**src/rtl/fir_pkg.sv**
```systemverilog
// Shared types and helpers for the multi-channel FIR filter.
// Latency: n/a (declarations only).
// Backpressure: n/a.
package fir_pkg;

    // Sequencer states: wait for a sample set, walk the taps, emit the result.
    typedef enum logic [1:0] {
        ST_IDLE = 2'd0,
        ST_MAC  = 2'd1,
        ST_OUT  = 2'd2
    } fir_state_t;

    // Largest value representable in a signed field of width w.
    function automatic longint sat_hi(input int w);
        return (longint'(1) << (w - 1)) - 1;
    endfunction

    // Smallest value representable in a signed field of width w.
    function automatic longint sat_lo(input int w);
        return -(longint'(1) << (w - 1));
    endfunction

endpackage

```
**src/rtl/fir_filt_mc_if.sv**
```systemverilog
// Sample-stream bundle between the ADC capture side and the filter.
// Latency: n/a (wires only).
// Backpressure: none; producer watches busy, drops are flagged on overrun.
interface fir_filt_mc_if #(
    parameter int CHANNELS  = 2,
    parameter int SIG_WIDTH = 12
);
    logic                          in_valid;
    logic [CHANNELS*SIG_WIDTH-1:0] in_data;
    logic                          busy;
    logic                          overrun;
    logic                          out_valid;
    logic [CHANNELS*SIG_WIDTH-1:0] out_data;

    modport master (
        output in_valid, in_data,
        input  busy, overrun, out_valid, out_data
    );

    modport slave (
        input  in_valid, in_data,
        output busy, overrun, out_valid, out_data
    );
endinterface

```
**src/rtl/fir_mac_lane.sv**
```systemverilog
// One channel's accumulator plus round / arithmetic-shift / saturate stage.
// Latency: one cycle per accumulated tap; result registered one cycle after out_en.
// Backpressure: none; sequencing is entirely driven by the parent's control strobes.
module fir_mac_lane
    import fir_pkg::*;
#(
    parameter int SIG_WIDTH   = 12,
    parameter int COEF_WIDTH  = 18,
    parameter int ACC_WIDTH   = 40,
    parameter int SHIFT_WIDTH = 5
) (
    input  logic                          clk,
    input  logic                          rst,
    input  logic                          flush,
    input  logic                          acc_clr,
    input  logic                          acc_en,
    input  logic                          out_en,
    input  logic signed [SIG_WIDTH-1:0]   smp,
    input  logic signed [COEF_WIDTH-1:0]  coef,
    input  logic        [SHIFT_WIDTH-1:0] shift,
    output logic signed [SIG_WIDTH-1:0]   res
);

    localparam int PW = SIG_WIDTH + COEF_WIDTH;
    // One extra bit so the rounding increment can never wrap the accumulator.
    localparam int RW = ACC_WIDTH + 1;
    localparam logic signed [RW-1:0] SAT_HI = RW'(sat_hi(SIG_WIDTH));
    localparam logic signed [RW-1:0] SAT_LO = RW'(sat_lo(SIG_WIDTH));

    logic signed [ACC_WIDTH-1:0] acc_q;
    logic signed [PW-1:0]        prod;
    logic signed [RW-1:0]        rnd;
    logic signed [RW-1:0]        sum;
    logic signed [RW-1:0]        shifted;
    logic signed [SIG_WIDTH-1:0] sat;

    // Full-precision product and the rounded, shifted, clamped result.
    always_comb begin
        prod = PW'(smp) * PW'(coef);
        rnd  = '0;
        if (shift != '0) begin
            rnd = RW'(1) << (shift - SHIFT_WIDTH'(1));
        end
        sum     = RW'(acc_q) + rnd;
        shifted = sum >>> shift;
        if (shifted > SAT_HI) begin
            sat = SIG_WIDTH'(SAT_HI);
        end else if (shifted < SAT_LO) begin
            sat = SIG_WIDTH'(SAT_LO);
        end else begin
            sat = SIG_WIDTH'(shifted);
        end
    end

    // Accumulate one tap per enabled cycle; capture the result on out_en.
    always_ff @(posedge clk) begin
        if (rst || flush) begin
            acc_q <= '0;
            res   <= '0;
        end else begin
            if (acc_clr) begin
                acc_q <= '0;
            end else if (acc_en) begin
                acc_q <= acc_q + ACC_WIDTH'(prod);
            end
            if (out_en) begin
                res <= sat;
            end
        end
    end

endmodule

```
**src/rtl/fir_filt_mc.sv**
```systemverilog
// Multi-channel time-multiplexed signed FIR, one MAC per channel, one tap per clock.
// Latency: in_valid in cycle t gives out_valid in cycle t+COEF_COUNT+2.
// Backpressure: none; sample sets arriving while busy (or in the output cycle) are dropped and flagged on overrun.
module fir_filt_mc
    import fir_pkg::*;
#(
    parameter int CHANNELS   = 2,
    parameter int SIG_WIDTH  = 12,
    parameter int COEF_WIDTH = 18,
    parameter int COEF_COUNT = 16,
    parameter int ACC_WIDTH  = 40,
    parameter int MAX_SHIFT  = 32,
    localparam int TW  = $clog2(COEF_COUNT),
    localparam int SHW = $clog2(MAX_SHIFT)
) (
    input  logic                  clk,
    input  logic                  rst,
    input  logic                  flush,
    fir_filt_mc_if.slave          bus,
    input  logic                  coef_we,
    input  logic [TW-1:0]         coef_addr,
    input  logic [COEF_WIDTH-1:0] coef_wdata,
    output logic                  coef_ack,
    output logic [COEF_WIDTH-1:0] coef_rdata,
    input  logic                  shift_we,
    input  logic [SHW-1:0]        shift_in,
    output logic [SHW-1:0]        shift
);

    fir_state_t state_q, state_d;

    logic [TW-1:0] tap_q;
    logic [TW-1:0] wr_ptr_q;
    logic [TW-1:0] rd_idx;

    logic signed [SIG_WIDTH-1:0]  dline_q [CHANNELS][COEF_COUNT];
    logic signed [COEF_WIDTH-1:0] coef_q  [COEF_COUNT];
    logic        [SHW-1:0]        shift_q;

    logic accept;
    logic drop;
    logic coef_acc;
    logic tap_last;
    logic acc_clr;
    logic acc_en;
    logic out_en;

    logic                  overrun_q;
    logic                  out_valid_q;
    logic                  coef_ack_q;
    logic [COEF_WIDTH-1:0] coef_rdata_q;

    logic signed [SIG_WIDTH-1:0]   lane_res [CHANNELS];
    logic [CHANNELS*SIG_WIDTH-1:0] out_data_w;

    // Input qualification: flush wins over a new sample set, and the
    // coefficient port is only open while the datapath is quiescent.
    always_comb begin
        accept   = bus.in_valid && !flush && (state_q == ST_IDLE);
        drop     = bus.in_valid && !flush && (state_q != ST_IDLE);
        coef_acc = coef_we && (state_q == ST_IDLE) && !accept;
        tap_last = (tap_q == TW'(COEF_COUNT - 1));
        // Newest sample sits just behind the write pointer; older taps further back.
        rd_idx   = wr_ptr_q - TW'(1) - tap_q;
    end

    // Next-state and lane control strobes.
    always_comb begin
        state_d = state_q;
        acc_clr = 1'b0;
        acc_en  = 1'b0;
        out_en  = 1'b0;
        unique case (state_q)
            ST_IDLE: begin
                if (accept) begin
                    acc_clr = 1'b1;
                    state_d = ST_MAC;
                end
            end
            ST_MAC: begin
                acc_en = 1'b1;
                if (tap_last) begin
                    state_d = ST_OUT;
                end
            end
            ST_OUT: begin
                out_en  = 1'b1;
                state_d = ST_IDLE;
            end
            default: state_d = ST_IDLE;
        endcase
        // Abort anything in flight without producing a result.
        if (flush) begin
            state_d = ST_IDLE;
            acc_en  = 1'b0;
            out_en  = 1'b0;
        end
    end

    // State register.
    always_ff @(posedge clk) begin
        if (rst) begin
            state_q <= ST_IDLE;
        end else begin
            state_q <= state_d;
        end
    end

    // Tap counter restarts with every accepted sample set.
    always_ff @(posedge clk) begin
        if (rst || flush) begin
            tap_q <= '0;
        end else if (acc_clr) begin
            tap_q <= '0;
        end else if (acc_en) begin
            tap_q <= tap_q + TW'(1);
        end
    end

    // Circular delay line, one row per channel, shared write pointer.
    always_ff @(posedge clk) begin
        if (rst || flush) begin
            wr_ptr_q <= '0;
            for (int c = 0; c < CHANNELS; c++) begin
                for (int k = 0; k < COEF_COUNT; k++) begin
                    dline_q[c][k] <= '0;
                end
            end
        end else if (accept) begin
            wr_ptr_q <= wr_ptr_q + TW'(1);
            for (int c = 0; c < CHANNELS; c++) begin
                dline_q[c][wr_ptr_q] <= bus.in_data[c*SIG_WIDTH +: SIG_WIDTH];
            end
        end
    end

    // Coefficient store; defaults to a unit impulse so the filter passes through.
    always_ff @(posedge clk) begin
        if (rst) begin
            for (int k = 0; k < COEF_COUNT; k++) begin
                coef_q[k] <= '0;
            end
            coef_q[0] <= COEF_WIDTH'(1);
        end else if (coef_acc) begin
            coef_q[coef_addr] <= coef_wdata;
        end
    end

    // Registered coefficient readback and write acknowledge.
    always_ff @(posedge clk) begin
        if (rst) begin
            coef_ack_q   <= 1'b0;
            coef_rdata_q <= '0;
        end else begin
            coef_ack_q   <= coef_acc;
            coef_rdata_q <= coef_q[coef_addr];
        end
    end

    // Result shift; sampled by the lanes only in the output cycle.
    always_ff @(posedge clk) begin
        if (rst) begin
            shift_q <= '0;
        end else if (shift_we) begin
            shift_q <= shift_in;
        end
    end

    // Sticky drop flag and the output strobe.
    always_ff @(posedge clk) begin
        if (rst || flush) begin
            overrun_q   <= 1'b0;
            out_valid_q <= 1'b0;
        end else begin
            out_valid_q <= out_en;
            if (drop) begin
                overrun_q <= 1'b1;
            end
        end
    end

    for (genvar c = 0; c < CHANNELS; c++) begin : g_lane
        fir_mac_lane #(
            .SIG_WIDTH   (SIG_WIDTH),
            .COEF_WIDTH  (COEF_WIDTH),
            .ACC_WIDTH   (ACC_WIDTH),
            .SHIFT_WIDTH (SHW)
        ) u_lane (
            .clk     (clk),
            .rst     (rst),
            .flush   (flush),
            .acc_clr (acc_clr),
            .acc_en  (acc_en),
            .out_en  (out_en),
            .smp     (dline_q[c][rd_idx]),
            .coef    (coef_q[tap_q]),
            .shift   (shift_q),
            .res     (lane_res[c])
        );
    end

    // Pack per-lane results onto the output bus.
    always_comb begin
        out_data_w = '0;
        for (int c = 0; c < CHANNELS; c++) begin
            out_data_w[c*SIG_WIDTH +: SIG_WIDTH] = lane_res[c];
        end
    end

    assign bus.busy      = (state_q != ST_IDLE);
    assign bus.overrun   = overrun_q;
    assign bus.out_valid = out_valid_q;
    assign bus.out_data  = out_data_w;
    assign coef_ack      = coef_ack_q;
    assign coef_rdata    = coef_rdata_q;
    assign shift         = shift_q;

endmodule

```
**src/flat_wrapper.sv**
```systemverilog
// flat-port wrapper written by rule: the top's interface ports become plain ports
module fir_filt_mc_flat import fir_pkg::*;
#(
    parameter int CHANNELS   = 2,
    parameter int SIG_WIDTH  = 12,
    parameter int COEF_WIDTH = 18,
    parameter int COEF_COUNT = 16,
    parameter int ACC_WIDTH  = 40,
    parameter int MAX_SHIFT  = 32,
    localparam int TW  = $clog2(COEF_COUNT),
    localparam int SHW = $clog2(MAX_SHIFT)
)
  (clk, rst, flush, coef_we, coef_addr, coef_wdata, coef_ack, coef_rdata, shift_we, shift_in, shift, bus_in_valid, bus_in_data, bus_busy, bus_overrun, bus_out_valid, bus_out_data);
  fir_filt_mc_if #(.CHANNELS(CHANNELS), .SIG_WIDTH(SIG_WIDTH)) bus_i ();
  input  logic clk;
  input  logic rst;
  input  logic flush;
  input  logic coef_we;
  input  logic [TW-1:0] coef_addr;
  input  logic [COEF_WIDTH-1:0] coef_wdata;
  output logic coef_ack;
  output logic [COEF_WIDTH-1:0] coef_rdata;
  input  logic shift_we;
  input  logic [SHW-1:0] shift_in;
  output logic [SHW-1:0] shift;
  input wire logic [$bits(bus_i.in_valid)-1:0] bus_in_valid;
  input wire logic [$bits(bus_i.in_data)-1:0] bus_in_data;
  output wire logic [$bits(bus_i.busy)-1:0] bus_busy;
  output wire logic [$bits(bus_i.overrun)-1:0] bus_overrun;
  output wire logic [$bits(bus_i.out_valid)-1:0] bus_out_valid;
  output wire logic [$bits(bus_i.out_data)-1:0] bus_out_data;
  assign bus_i.in_valid = bus_in_valid;
  assign bus_i.in_data = bus_in_data;
  assign bus_busy = bus_i.busy;
  assign bus_overrun = bus_i.overrun;
  assign bus_out_valid = bus_i.out_valid;
  assign bus_out_data = bus_i.out_data;
  fir_filt_mc #(.CHANNELS(CHANNELS), .SIG_WIDTH(SIG_WIDTH), .COEF_WIDTH(COEF_WIDTH), .COEF_COUNT(COEF_COUNT), .ACC_WIDTH(ACC_WIDTH), .MAX_SHIFT(MAX_SHIFT)) u_core (.clk(clk), .rst(rst), .flush(flush), .bus(bus_i), .coef_we(coef_we), .coef_addr(coef_addr), .coef_wdata(coef_wdata), .coef_ack(coef_ack), .coef_rdata(coef_rdata), .shift_we(shift_we), .shift_in(shift_in), .shift(shift));
endmodule
```
**config.mk**
```make
export PLATFORM = sky130hd
export DESIGN_NAME = fir_filt_mc_flat
export DESIGN_NICKNAME = d
export VERILOG_FILES = /design/src/rtl/fir_pkg.sv /design/src/rtl/fir_filt_mc_if.sv /design/src/rtl/fir_mac_lane.sv /design/src/rtl/fir_filt_mc.sv /design/src/flat_wrapper.sv
export SDC_FILE = /design/constraint.sdc
export NUM_CORES = 2
export LEC_CHECK = 0
export CAP_MARGIN = 30
export CORE_MARGIN = 2
export CORE_UTILIZATION = 45
export CTS_CLUSTER_SIZE = 20
export DETAILED_ROUTE_END_ITERATION = 10
export GPL_ROUTABILITY_DRIVEN = 0
export PLACE_DENSITY_LB_ADDON = 0.08
export SLEW_MARGIN = 20
export SYNTH_ARGS = -nofsm -noshare
export SYNTH_HDL_FRONTEND = slang
export SYNTH_HIERARCHICAL = 1
export SYNTH_SLANG_ARGS = --single-unit
```
**constraint.sdc**
```tcl
create_clock -name clk -period 14.5 [get_ports clk]
set_input_delay 1.45 -clock clk [delete_from_list [all_inputs] [get_ports clk]]
set_output_delay 1.45 -clock clk [all_outputs]
set_load 0.05 [all_outputs]
```
==> metrics.txt <==
status=finished clean; cell types with the largest area share after synthesis=sky130_fd_sc_hd__edfxtp_1 (29%), sky130_fd_sc_hd__fa_1 (15%), sky130_fd_sc_hd__mux4_2 (9.3%); Internal=5.40 mW; post-CTS resize count=0; yosys synthesis warning count=6; cell seen most often among critical-path stages=sky130_fd_sc_hd__fa_1; average footprint of a synthesized cell=10.8 µm²; wire length reported by the detailed router=208000 µm; final-stage net count=7201; post-synthesis instance total=6507; Finish-stage setup viols=0; later-pin clock latency in the skew report=0.73 ns; sequential element share of the synthesized area=32.8%; relative area change from synthesis to final layout=8.29%; P_leak=31.8 nW; number of nets still failing antenna checks after routing=0; TritonCTS clock tree=built; number of top-level design ports=108; detailed-route via count=50200; met3 track demand over resource=2.96%; Setup Crit Path Kind=flop to flop; highest clock rate=90.8 MHz; total nets after synthesis=7375; core box area=156000 µm²; IO Port Bufs=107; critical path's largest stage delay=1.30 ns; level count of the clock H-tree=3; number of cell rows=145; Total Die Area=159000 µm²; summed negative setup slack over all endpoints=0 ns; Inserted Clock Buffers=94; slowest library cell on the worst path=sky130_fd_sc_hd__fa_4; Filler Cell Count=14100; met2 global-route usage=42.8%; starting density of the core=45.2%; switching component of the power=2.94 mW; flip-flop and latch count after synthesis=816; share of synthesized flip-flops with an asynchronous set or reset=0%; reg-to-reg slack, setup=3.48 ns; number of distinct library cells after synthesis=129; cell type with the largest total area after synthesis=sky130_fd_sc_hd__edfxtp_1; count of TritonRoute iterations in the first routing pass=6; clock power share=29.6%; share of the clock period used by the worst path after layout=76.0%; number of flops mapped to enable cells by yosys=672; fin util=48.9%; endpoints failing hold=0; number of DRC violations after detailed-routing iteration 0=4274; clock tree root buffer cell=sky130_fd_sc_hd__clkbuf_16; clk_skew=0.0596 ns; setup repair after global routing missed its margin=false; total of max-cap violations=0; critical path arrival=11.60 ns; global route total overflow=0; maximum number of pins on one net before global-route repair=101; GRT Max-Usage Layer=met2; critical path capture point type=flop; Hold/Removal Path Class=flop to flop; Main synth FF type=sky130_fd_sc_hd__edfxtp_1; DRC violation count after routing=0; first-pass GRT wire length=320000 µm; post-detail-place hpwl=139000 µm; maximum fanout encountered on the critical timing path=53; Via-to-Cell Ratio=5.92; highest ir drop seen on vdd=0.0878 mV; post-synth design cell area=70300 µm²; Tot GR Track Use=26.2%; initial antenna violation count=7; critical path data required time=15.08 ns; horizontal die dimension=399 µm; fraction of layout instances using a drive strength above 1=11.7%; met1 track demand over resource=37.1%; Sw Share=35.2%; Sequential Power Share=32.1%; Max Transition Viols Final=0; type of origin of the critical path=flop; Clock Tree Buf Depth=3; power per cell area=109 nW/µm²; Slew Limit Headroom=32.8%; hold buffers post-CTS=0; combinational share of power=38.3%; vias in the first global route=51300; count of clock tree sinks=816; post-DR wirelength/cell=24.5 µm; Synth top area share=28.7%; number of buffers inserted by post-CTS setup repair=0; clock-pin slew of the registers on the worst-case setup and hold paths=0.06 ns; Worst Max-Slew Pin Slew=1.01 ns; final worst path period need=11.02 ns; vertical die dimension=399 µm
flip-flops by register name, summed over array words and instances, names as in the netlist, 4 cells and up, named ones only:
register / count
u_core/dline_q: 384
u_core/coef_q: 288
u_core/g_lane.u_lane/acc_q: 80
u_core/g_lane.u_lane/res: 24
u_core/coef_rdata: 18
u_core/shift: 5
u_core/tap_q: 4
u_core/wr_ptr_q: 4
cell families after synthesis:
group           Yosys count  share of synthesized area (%)
compound gates          955                           9.89
simple gates           2241                           17.0
xor+xnor                135                           1.70
other cells               2                         0.0107
mux                     514                           12.6
buf+inv                1033                           5.87
flops                   816                           32.8
fa+ha+maj               811                           20.2
path summary, 6_finish.rpt:
path / startpoint / endpoint / depth (start not counted)
max: u_core/wr_ptr_q[0] / u_core/g_lane[0].u_lane/acc_q[39] / 34
max reg2reg: u_core/wr_ptr_q[0] / u_core/g_lane[0].u_lane/acc_q[39] / 34
min: u_core/g_lane[0].u_lane/res[11] / u_core/g_lane[0].u_lane/res[11] / 2
min reg2reg: u_core/g_lane[0].u_lane/res[11] / u_core/g_lane[0].u_lane/res[11] / 2
worst max-delay path: cells and delay by family (launching register included):
family | cells | cell delay, ns
xor gates and xnor gates | 1 | 0.18
muxes | 2 | 0.50
DFF | 1 | 0.48
and+or+nand+nor | 6 | 1.18
buffers and inverters | 5 | 0.61
AOI/OAI and AO/OA | 11 | 3.19
adders and majority gates | 9 | 4.74
cell type report:
| cell class | count | area (µm²) | share of cell area, % |
|---|---|---|---|
| multi-input cells | 4658 | 43300 | 56.8 |
| flip-flops and latches | 816 | 23100 | 30.3 |
| clock buffers | 127 | 2600 | 3.41 |
| well taps | 2058 | 2570 | 3.38 |
| inverters | 545 | 2050 | 2.69 |
| repair buffers | 218 | 1980 | 2.60 |
| clock inverters | 47 | 618 | 0.812 |
| diodes | 3 | 7.51 | 0.00986 |
Yosys cell counts, types with 75 or more instances:
cell type	n
sky130_fd_sc_hd__mux4_2	290
sky130_fd_sc_hd__nand3_1	96
sky130_fd_sc_hd__a21o_1	75
sky130_fd_sc_hd__fa_1	541
sky130_fd_sc_hd__inv_1	538
sky130_fd_sc_hd__ha_1	270
sky130_fd_sc_hd__nand2_1	552
sky130_fd_sc_hd__a21oi_1	187
sky130_fd_sc_hd__and3_1	414
sky130_fd_sc_hd__clkbuf_1	355
sky130_fd_sc_hd__dfxtp_1	144
sky130_fd_sc_hd__xnor2_1	97
sky130_fd_sc_hd__mux2i_1	186
sky130_fd_sc_hd__nor2_1	373
sky130_fd_sc_hd__and2_1	450
sky130_fd_sc_hd__edfxtp_1	672
sky130_fd_sc_hd__o21ai_0	120
cells in the final DEF (no fill, tap or decap), drive strengths merged, types with 36 or more instances in the layout:
cell | netlist | final
a211o | 40 | 40
a211oi | 62 | 62
a21o | 76 | 76
a21oi | 204 | 204
and2 | 450 | 450
and3 | 414 | 414
buf | 132 | 114
clkbuf | 355 | 127
clkdlybuf4s50 | 0 | 103
clkinv | 6 | 41
dfxtp | 144 | 144
edfxtp | 672 | 672
fa | 541 | 541
ha | 270 | 270
inv | 539 | 539
mux2 | 37 | 37
mux2i | 186 | 186
mux4 | 291 | 291
nand2 | 554 | 554
nand2b | 70 | 70
nand3 | 97 | 97
nand4 | 40 | 40
nor2 | 375 | 375
nor3 | 77 | 77
nor4 | 36 | 36
o211ai | 74 | 74
o21ai | 155 | 155
o22ai | 46 | 46
or3 | 40 | 40
xnor2 | 98 | 98
xor2 | 37 | 37
per-stage QoR:
step	std cells	area, µm²	hold slack (ns)	power [mW]	setup WS, ns
final	8472	76200	0.478	8.34	3.48
after global routing	8471	76200	0.506	8.93	2.90
after floorplan	6507	70300	0.456	5.14	4.98
after CTS	8466	76100	0.479	8.43	3.46
after global placement	8287	72800	0.466	5.89	3.63
after detailed placement	8292	72900	0.469	5.91	3.50
layer usage:
layer | vias to the layer above | part of all wire [%] | wire [µm]
met3 | 270 | 5.2 | 10800
met2 | 1454 | 47 | 98200
met1 | 25600 | 45 | 93700
met5 | - | 0.024 | 50
met4 | 8 | 2.4 | 4900
li1 | 22900 | - | -
power groups by stage:
stage,clock [mW],sequential (mW),combinational (mW)
2_1_floorplan,0,2.72,2.42
5_1_grt,2.62,2.69,3.63
3_5_place_dp,0,2.73,3.18
6_report,2.47,2.68,3.19
4_1_cts,2.53,2.68,3.22
3_3_place_gp,0,2.72,3.17
Note: power is estimated with default switching activity, not from simulation.
